[src/rtl/cordic_sincos_seq_pkg.sv]
// Shared constants, mode encodings and FSM state type for the cordic sin/cos sequencer.
package cordic_sincos_seq_pkg;

  typedef enum logic {
    ModeRotation  = 1'b0,
    ModeVectoring = 1'b1
  } mode_op_e;

  typedef enum logic [1:0] {
    ModeLinear     = 2'b00,
    ModeCircular   = 2'b01,
    ModeHyperbolic = 2'b11
  } mode_coord_e;

  typedef enum logic [2:0] {
    StIdle,
    StReduce,
    StIssue,
    StWait,
    StOut
  } state_e;

  // 0.60725293 in Q16.16 pre-compensates the cordic gain.
  localparam int signed KInvQ16    = 39797;
  // pi/180 in Q2.30.
  localparam int signed Deg2RadQ30 = 18740330;

endpackage

[src/rtl/cordic_sincos_seq_if.sv]
// Request/response handshake bundle of the cordic sin/cos sequencer.
interface cordic_sincos_seq_if #(
  parameter int unsigned WIDTH = 32
) ();
  logic             in_valid;
  logic             in_ready;
  logic [15:0]      in_deg;
  logic             out_valid;
  logic             out_ready;
  logic [WIDTH-1:0] sin_out;
  logic [WIDTH-1:0] cos_out;
  logic             err;

  modport master (
    output in_valid, in_deg, out_ready,
    input  in_ready, out_valid, sin_out, cos_out, err
  );

  modport slave (
    input  in_valid, in_deg, out_ready,
    output in_ready, out_valid, sin_out, cos_out, err
  );
endinterface

[src/rtl/cordic_sincos_seq_deg_reduce.sv]
// Iterative degree reduction to [-180,180), fold to [-90,90] and conversion to Q16.16 radians.
module cordic_sincos_seq_deg_reduce
  import cordic_sincos_seq_pkg::*;
#(
  parameter int unsigned WIDTH = 32
) (
  input  logic             clk,
  input  logic             rst,
  input  logic             start,
  input  logic [15:0]      deg_in,
  output logic             done,
  output logic [WIDTH-1:0] z,
  output logic             neg_cos
);

  logic                    busy_q;
  logic signed [16:0]      d_q;
  logic [WIDTH-1:0]        z_q;
  logic                    neg_cos_q;
  logic                    in_range;
  logic signed [16:0]      d_fold;
  logic                    fold_neg;
  logic signed [47:0]      prod;
  logic signed [47:0]      z_full;
  logic [47-WIDTH:0]       unused_z_hi;

  assign in_range = (d_q < 17'sd180) && (d_q >= -17'sd180);
  assign done     = busy_q && in_range;

  always_comb begin
    d_fold   = d_q;
    fold_neg = 1'b0;
    if (d_q > 17'sd90) begin
      d_fold   = 17'sd180 - d_q;
      fold_neg = 1'b1;
    end else if (d_q < -17'sd90) begin
      d_fold   = -17'sd180 - d_q;
      fold_neg = 1'b1;
    end
  end

  // Round-to-nearest on the Q30 -> Q16 shift.
  assign prod        = $signed({{31{d_fold[16]}}, d_fold}) * 48'(Deg2RadQ30);
  assign z_full      = (prod + 48'sd8192) >>> 14;
  assign unused_z_hi = z_full[47:WIDTH];

  always_ff @(posedge clk) begin
    if (rst) begin
      busy_q    <= 1'b0;
      d_q       <= '0;
      z_q       <= '0;
      neg_cos_q <= 1'b0;
    end else if (start) begin
      busy_q <= 1'b1;
      d_q    <= {deg_in[15], deg_in};
    end else if (busy_q) begin
      if (d_q >= 17'sd180) begin
        d_q <= d_q - 17'sd360;
      end else if (d_q < -17'sd180) begin
        d_q <= d_q + 17'sd360;
      end else begin
        busy_q    <= 1'b0;
        z_q       <= z_full[WIDTH-1:0];
        neg_cos_q <= fold_neg;
      end
    end
  end

  assign z       = z_q;
  assign neg_cos = neg_cos_q;

endmodule

[src/rtl/cordic_sincos_seq.sv]
// Sequencer around a circular-rotation cordic producing sin/cos of an integer-degree angle.
// Optional WAIT watchdog enabled by defining CORDIC_SINCOS_TIMEOUT_EN.
module cordic_sincos_seq
  import cordic_sincos_seq_pkg::*;
#(
  parameter int unsigned WIDTH          = 32,
  parameter int unsigned TIMEOUT_CYCLES = 64
) (
  input  logic                      clk,
  input  logic                      rst,
  cordic_sincos_seq_if.slave        bus,
  output logic                      cordic_enable,
  output logic                      cordic_mode_op,
  output logic [1:0]                cordic_mode_coord,
  output logic [WIDTH-1:0]          cordic_x_in,
  output logic [WIDTH-1:0]          cordic_y_in,
  output logic [WIDTH-1:0]          cordic_z_in,
  input  logic [WIDTH-1:0]          cordic_x_out,
  input  logic [WIDTH-1:0]          cordic_y_out,
  input  logic                      cordic_valid
);

  state_e           state_q;
  logic             in_ready_q;
  logic             out_valid_q;
  logic             enable_q;
  logic [WIDTH-1:0] sin_q;
  logic [WIDTH-1:0] cos_q;
  logic             red_start;
  logic             red_done;
  logic             neg_cos;
  logic             timeout;

  assign red_start = (state_q == StIdle) && bus.in_valid;

  cordic_sincos_seq_deg_reduce #(
    .WIDTH (WIDTH)
  ) u_deg_reduce (
    .clk     (clk),
    .rst     (rst),
    .start   (red_start),
    .deg_in  (bus.in_deg),
    .done    (red_done),
    .z       (cordic_z_in),
    .neg_cos (neg_cos)
  );

  always_ff @(posedge clk) begin
    if (rst) begin
      state_q     <= StIdle;
      in_ready_q  <= 1'b1;
      out_valid_q <= 1'b0;
      enable_q    <= 1'b0;
      sin_q       <= '0;
      cos_q       <= '0;
    end else begin
      unique case (state_q)
        StIdle: begin
          if (bus.in_valid) begin
            state_q    <= StReduce;
            in_ready_q <= 1'b0;
          end
        end
        StReduce: begin
          if (red_done) begin
            state_q  <= StIssue;
            enable_q <= 1'b1;
          end
        end
        StIssue: begin
          enable_q <= 1'b0;
          state_q  <= StWait;
        end
        StWait: begin
          if (cordic_valid) begin
            sin_q       <= cordic_y_out;
            cos_q       <= neg_cos ? (~cordic_x_out + 1'b1) : cordic_x_out;
            out_valid_q <= 1'b1;
            state_q     <= StOut;
          end else if (timeout) begin
            in_ready_q <= 1'b1;
            state_q    <= StIdle;
          end
        end
        StOut: begin
          if (bus.out_ready) begin
            out_valid_q <= 1'b0;
            in_ready_q  <= 1'b1;
            state_q     <= StIdle;
          end
        end
        default: state_q <= StIdle;
      endcase
    end
  end

`ifdef CORDIC_SINCOS_TIMEOUT_EN
  localparam int unsigned CntW = $clog2(TIMEOUT_CYCLES + 1);

  logic [CntW-1:0] wait_cnt_q;
  logic            err_q;

  always_ff @(posedge clk) begin
    if (rst) begin
      wait_cnt_q <= '0;
      err_q      <= 1'b0;
    end else begin
      if (state_q == StIssue) begin
        wait_cnt_q <= '0;
      end else if (state_q == StWait) begin
        wait_cnt_q <= wait_cnt_q + CntW'(1);
      end
      // Sticky until the next accepted request.
      if (red_start) begin
        err_q <= 1'b0;
      end else if (timeout) begin
        err_q <= 1'b1;
      end
    end
  end

  assign timeout = (state_q == StWait) && !cordic_valid &&
                   (wait_cnt_q == CntW'(TIMEOUT_CYCLES - 1));
  assign bus.err = err_q;
`else
  logic unused_timeout_cfg;
  assign unused_timeout_cfg = ^TIMEOUT_CYCLES;
  assign timeout            = 1'b0;
  assign bus.err            = 1'b0;
`endif

  assign bus.in_ready      = in_ready_q;
  assign bus.out_valid     = out_valid_q;
  assign bus.sin_out       = sin_q;
  assign bus.cos_out       = cos_q;
  assign cordic_enable     = enable_q;
  assign cordic_mode_op    = ModeRotation;
  assign cordic_mode_coord = ModeCircular;
  assign cordic_x_in       = WIDTH'(KInvQ16);
  assign cordic_y_in       = '0;

endmodule
[src/flat_wrapper.sv]
// flat-port wrapper written by rule: the top's interface ports become plain ports
module cordic_sincos_seq_flat import cordic_sincos_seq_pkg::*;
#(
  parameter int unsigned WIDTH          = 32,
  parameter int unsigned TIMEOUT_CYCLES = 64
)
  (clk, rst, cordic_enable, cordic_mode_op, cordic_mode_coord, cordic_x_in, cordic_y_in, cordic_z_in, cordic_x_out, cordic_y_out, cordic_valid, bus_in_valid, bus_in_deg, bus_out_ready, bus_in_ready, bus_out_valid, bus_sin_out, bus_cos_out, bus_err);
  cordic_sincos_seq_if #(.WIDTH(WIDTH)) bus_i ();
  input  logic clk;
  input  logic rst;
  output logic cordic_enable;
  output logic cordic_mode_op;
  output logic [1:0] cordic_mode_coord;
  output logic [WIDTH-1:0] cordic_x_in;
  output logic [WIDTH-1:0] cordic_y_in;
  output logic [WIDTH-1:0] cordic_z_in;
  input  logic [WIDTH-1:0] cordic_x_out;
  input  logic [WIDTH-1:0] cordic_y_out;
  input  logic cordic_valid;
  input wire logic [$bits(bus_i.in_valid)-1:0] bus_in_valid;
  input wire logic [$bits(bus_i.in_deg)-1:0] bus_in_deg;
  input wire logic [$bits(bus_i.out_ready)-1:0] bus_out_ready;
  output wire logic [$bits(bus_i.in_ready)-1:0] bus_in_ready;
  output wire logic [$bits(bus_i.out_valid)-1:0] bus_out_valid;
  output wire logic [$bits(bus_i.sin_out)-1:0] bus_sin_out;
  output wire logic [$bits(bus_i.cos_out)-1:0] bus_cos_out;
  output wire logic [$bits(bus_i.err)-1:0] bus_err;
  assign bus_i.in_valid = bus_in_valid;
  assign bus_i.in_deg = bus_in_deg;
  assign bus_i.out_ready = bus_out_ready;
  assign bus_in_ready = bus_i.in_ready;
  assign bus_out_valid = bus_i.out_valid;
  assign bus_sin_out = bus_i.sin_out;
  assign bus_cos_out = bus_i.cos_out;
  assign bus_err = bus_i.err;
  cordic_sincos_seq #(.WIDTH(WIDTH), .TIMEOUT_CYCLES(TIMEOUT_CYCLES)) u_core (.clk(clk), .rst(rst), .bus(bus_i), .cordic_enable(cordic_enable), .cordic_mode_op(cordic_mode_op), .cordic_mode_coord(cordic_mode_coord), .cordic_x_in(cordic_x_in), .cordic_y_in(cordic_y_in), .cordic_z_in(cordic_z_in), .cordic_x_out(cordic_x_out), .cordic_y_out(cordic_y_out), .cordic_valid(cordic_valid));
endmodule
[config.mk]
export PLATFORM = sky130hd
export DESIGN_NAME = cordic_sincos_seq_flat
export DESIGN_NICKNAME = d
export VERILOG_FILES = /design/src/rtl/cordic_sincos_seq_pkg.sv /design/src/rtl/cordic_sincos_seq_if.sv /design/src/rtl/cordic_sincos_seq_deg_reduce.sv /design/src/rtl/cordic_sincos_seq.sv /design/src/flat_wrapper.sv
export SDC_FILE = /design/constraint.sdc
export NUM_CORES = 1
export LEC_CHECK = 0
export BUFFER_PORTS_ARGS = -buffer_cell sky130_fd_sc_hd__clkbuf_2
export CAP_MARGIN = 5
export CORE_AREA = 2 2 246 248
export CTS_BUF_LIST = sky130_fd_sc_hd__clkbuf_4
export DETAILED_ROUTE_END_ITERATION = 8
export DIE_AREA = 0 0 248 250
export GPL_TIMING_DRIVEN = 0
export PLACE_DENSITY_LB_ADDON = 0.05
export SYNTH_ARGS = -nofsm -noshare
export SYNTH_HDL_FRONTEND = slang
export SYNTH_SLANG_ARGS = --single-unit
[constraint.sdc]
create_clock -name clk -period 15 [get_ports clk]
set_input_delay 3 -clock clk [delete_from_list [all_inputs] [get_ports clk]]
set_output_delay 3 -clock clk [all_outputs]
set_load 0.005 [all_outputs]
==> metrics.md <==
| Metric | Value |
|---|---|
| Slew HR | `0.2111` |
| Kind of end point of the critical path | `flop` |
| DRC | `0` |
| Dominant synthesized flop cell | `dfxtp_1` |
| Max-cap violations | `0` |
| # hold bufs at CTS | `0` |
| Async S/R FF share, synth | `0` |
| Worst Path Required | `15.47 ns` |
| PostCTS Resize Cnt | `0` |
| Reg2Reg Launch Point | `u_core.u_deg_reduce.d_q[0]` |
| Die Y | `250 um` |
| Synth Cell Area | `14,650 sq um` |
| Minimum clock period | `11.75 ns` |
| DR WL/cell | `17.78 um` |
| CTS buffer count | `17` |
| Clk buf depth | `2` |
| Initial drt markers | `432` |
| Type of the most critical hold path | `reg2reg` |
| Grt ovf | `0` |
| Crit share post-route | `0.7835` |
| Tot GR Track Use | `0.1672` |
| Via count | `12,670` |
| Detailed-route vias per instance | `4.506` |
| Synth warn | `0` |
| Final #Nets | `2,422` |
| Cell count of the worst reg-to-reg path | `32` |
| Worst-margin pin slew | `1.175 ns` |
| Netlist cell types | `75` |
| Slew Limit Fails | `0` |
| Worst reg2reg endpoint | `u_core.u_deg_reduce.z[27]` |
| CTS root buf | `clkbuf_4` |
| Starting Density | `0.2460` |
| Setup Crit Path Kind | `reg2reg` |
| Worst Setup EP | `u_core.u_deg_reduce.z[27]` |
| Number of flops mapped to enable cells by yosys | `0` |
| Crit path launch type | `flop` |
| Final hold viol count | `0` |
| Clock slew at reported path FFs | `0.14 ns` |
| Synth Instances | `1,749` |
| Clock sinks | `119` |
| Vias in the first global route | `13,400` |
| Sequential fraction of the synthesis area | `0.1626` |
| Drt pass-1 iters | `5` |
| Crit path largest cell delay | `0.83 ns` |
| Drt total wl | `50.02 mm` |
| Post-DP HPWL | `43.35 mm` |
| Port Buffer Count | `182` |
| Avg Inst Size Synth | `8.377 sq um` |
| Setup Skew | `0.03081 ns` |
| FF-to-FF setup slack | `3.25 ns` |
| FF+latch count, synth | `119` |
| Cell row count | `90` |
| IO Pins | `252` |
| FMAX | `85.08 MHz` |
| Final setup fails | `0` |
| H-tree depth | `4` |
| Die Area | `62,000 sq um` |
| Core Area | `59,570 sq um` |
| Clk_lat worst skew | `0.60 ns` |
| Critical Path Fanout Max | `10` |
| Setup TNS Final | `0 ns` |
| CTS tree | `built` |
| First-pass GRT wire length | `79.26 mm` |
| Largest net degree at the start of global routing | `17` |
| Setup repair bufs after CTS | `0` |
| Status | `complete, no violations` |
| Crit. Startpoint | `u_core.u_deg_reduce.d_q[0]` |
| Gp weighted congestion | `0.8228` |
| Share of post-route cells with drive strength above 1 | `0.1523` |
| DIE WIDTH | `248 um` |
| RSZ-0062 raised after global routing | `no` |
| Slowest CP cell | `xor2_1` |
| Area Overhead vs Synth | `16.60%` |
| Routed Antenna Nets | `0` |
| Initial antenna violation count | `3` |
| Crit path arrival time | `12.23 ns` |
## final cells by class
class,count,area (sq um)
tap,782,978.4
timing repair buffer,183,918.4
inverter,258,968.4
clock inverter,14,148.9
antenna,2,5.005
buffer,138,782.0
fill,6516,42490
multi-input combinational,1300,10770
sequential,119,2382
clock buffer,17,127.6
## registers in the layout (all words and copies together), names as in the netlist
| register | flops |
|---|---|
| u_core.bus.cos_out | 32 |
| u_core.bus.in_ready | 1 |
| u_core.bus.out_valid | 1 |
| u_core.bus.sin_out | 32 |
| u_core.cordic_enable | 1 |
| u_core.state_q | 3 |
| u_core.u_deg_reduce.busy_q | 1 |
| u_core.u_deg_reduce.d_q | 17 |
| u_core.u_deg_reduce.neg_cos | 1 |
| u_core.u_deg_reduce.z | 30 |
## layout by cell type (no fill, tap or decap), types with 7 or more instances in the layout
cell type and instances:
fa_1 140, ha_1 180, nand4_1 16, and3_1 11, and4_1 7, or2_2 9, nand2_1 150, o31ai_1 8
a211oi_1 66, clkbuf_4 17, xnor2_1 45, conb_1 68, or4_1 10, nor3_1 40, nand3_1 25, clkbuf_1 62
nor4_1 9, clkbuf_2 182, xor2_1 51, a21oi_1 100, a21o_1 29, or3_1 13, and2_1 8, o21bai_1 11
dfxtp_1 119, nor2_1 123, o211ai_1 9, buf_4 71, inv_1 258, o21ai_0 51, o21a_1 11
## cells by family (layout without fill, tap and decap cells)
kind of cell,count (synthesis),in the layout,synth area share
mux,5,5,0.003587
other cells,2,70,0.0005126
fa+ha+maj,320,320,0.3450
simple gates,450,450,0.1456
compound gates,361,361,0.1658
flops,119,119,0.1626
xor+xnor,96,96,0.05739
buf+inv,396,610,0.1195
## Yosys cell counts (13+ instances only)
cell type,count,share of area
xor2_1,51,0.030
a211oi_1,66,0.034
or3_1,13,0.0056
dfxtp_1,119,0.16
nor2_1,123,0.032
ha_1,180,0.15
o21ai_0,51,0.017
nand2_1,150,0.038
xnor2_1,45,0.027
inv_1,258,0.066
nand4_1,16,0.0068
a21oi_1,100,0.034
clkbuf_1,62,0.016
fa_1,140,0.19
a21o_1,29,0.015
buf_4,70,0.036
nor3_1,40,0.014
nand3_1,25,0.0085
## critical path: cells and delay by family (launching register included)
family / cells / cell delay [ns]
flops: 1 / 0.81
fa+ha+maj: 8 / 3.76
simple gates: 8 / 2.40
compound gates: 8 / 2.32
xor+xnor: 1 / 0.83
buf+inv: 7 / 1.51
## stage by stage
step                      utilization  cell area, sq um  worst slack [ns]  std cells  hold slack [ns]
after floorplan                     -             14900             5.713       1815           0.4482
after global placement         0.2818             16790             3.340       2779           0.4426
after detailed placement       0.2818             16790             3.298       2779           0.4490
after CTS                      0.2865             17070             3.221       2810           0.4668
after global routing           0.2868             17080             2.417       2813           0.4759
final                          0.2868             17080             3.247       2813           0.4623
## metal layers
layer	GRT usage	up-vias	part of all wire
li1	-	6324	-
met3	0.01731	34	0.025
met5	0	-	0
met2	0.2825	163	0.48
met1	0.2283	6153	0.48
met4	0.03627	0	0.016
## worst min-delay path by stage
stage,depth (start not counted),endpoint,startpoint,slack (ns)
6_report,2,u_core.bus.sin_out[0],u_core.bus.sin_out[0],0.46
5_1_grt,2,u_core.bus.sin_out[25],u_core.bus.sin_out[25],0.48
4_1_cts,2,u_core.bus.sin_out[0],u_core.bus.sin_out[0],0.47
3_5_place_dp,2,u_core.bus.sin_out[5],u_core.bus.sin_out[5],0.45
3_3_place_gp,2,u_core.bus.sin_out[17],u_core.bus.sin_out[17],0.44
2_1_floorplan,2,u_core.u_deg_reduce.z[5],u_core.u_deg_reduce.z[5],0.45
Power is not shown: default switching activity piles up to over one toggle a cycle in this logic, so the estimate is an artifact.
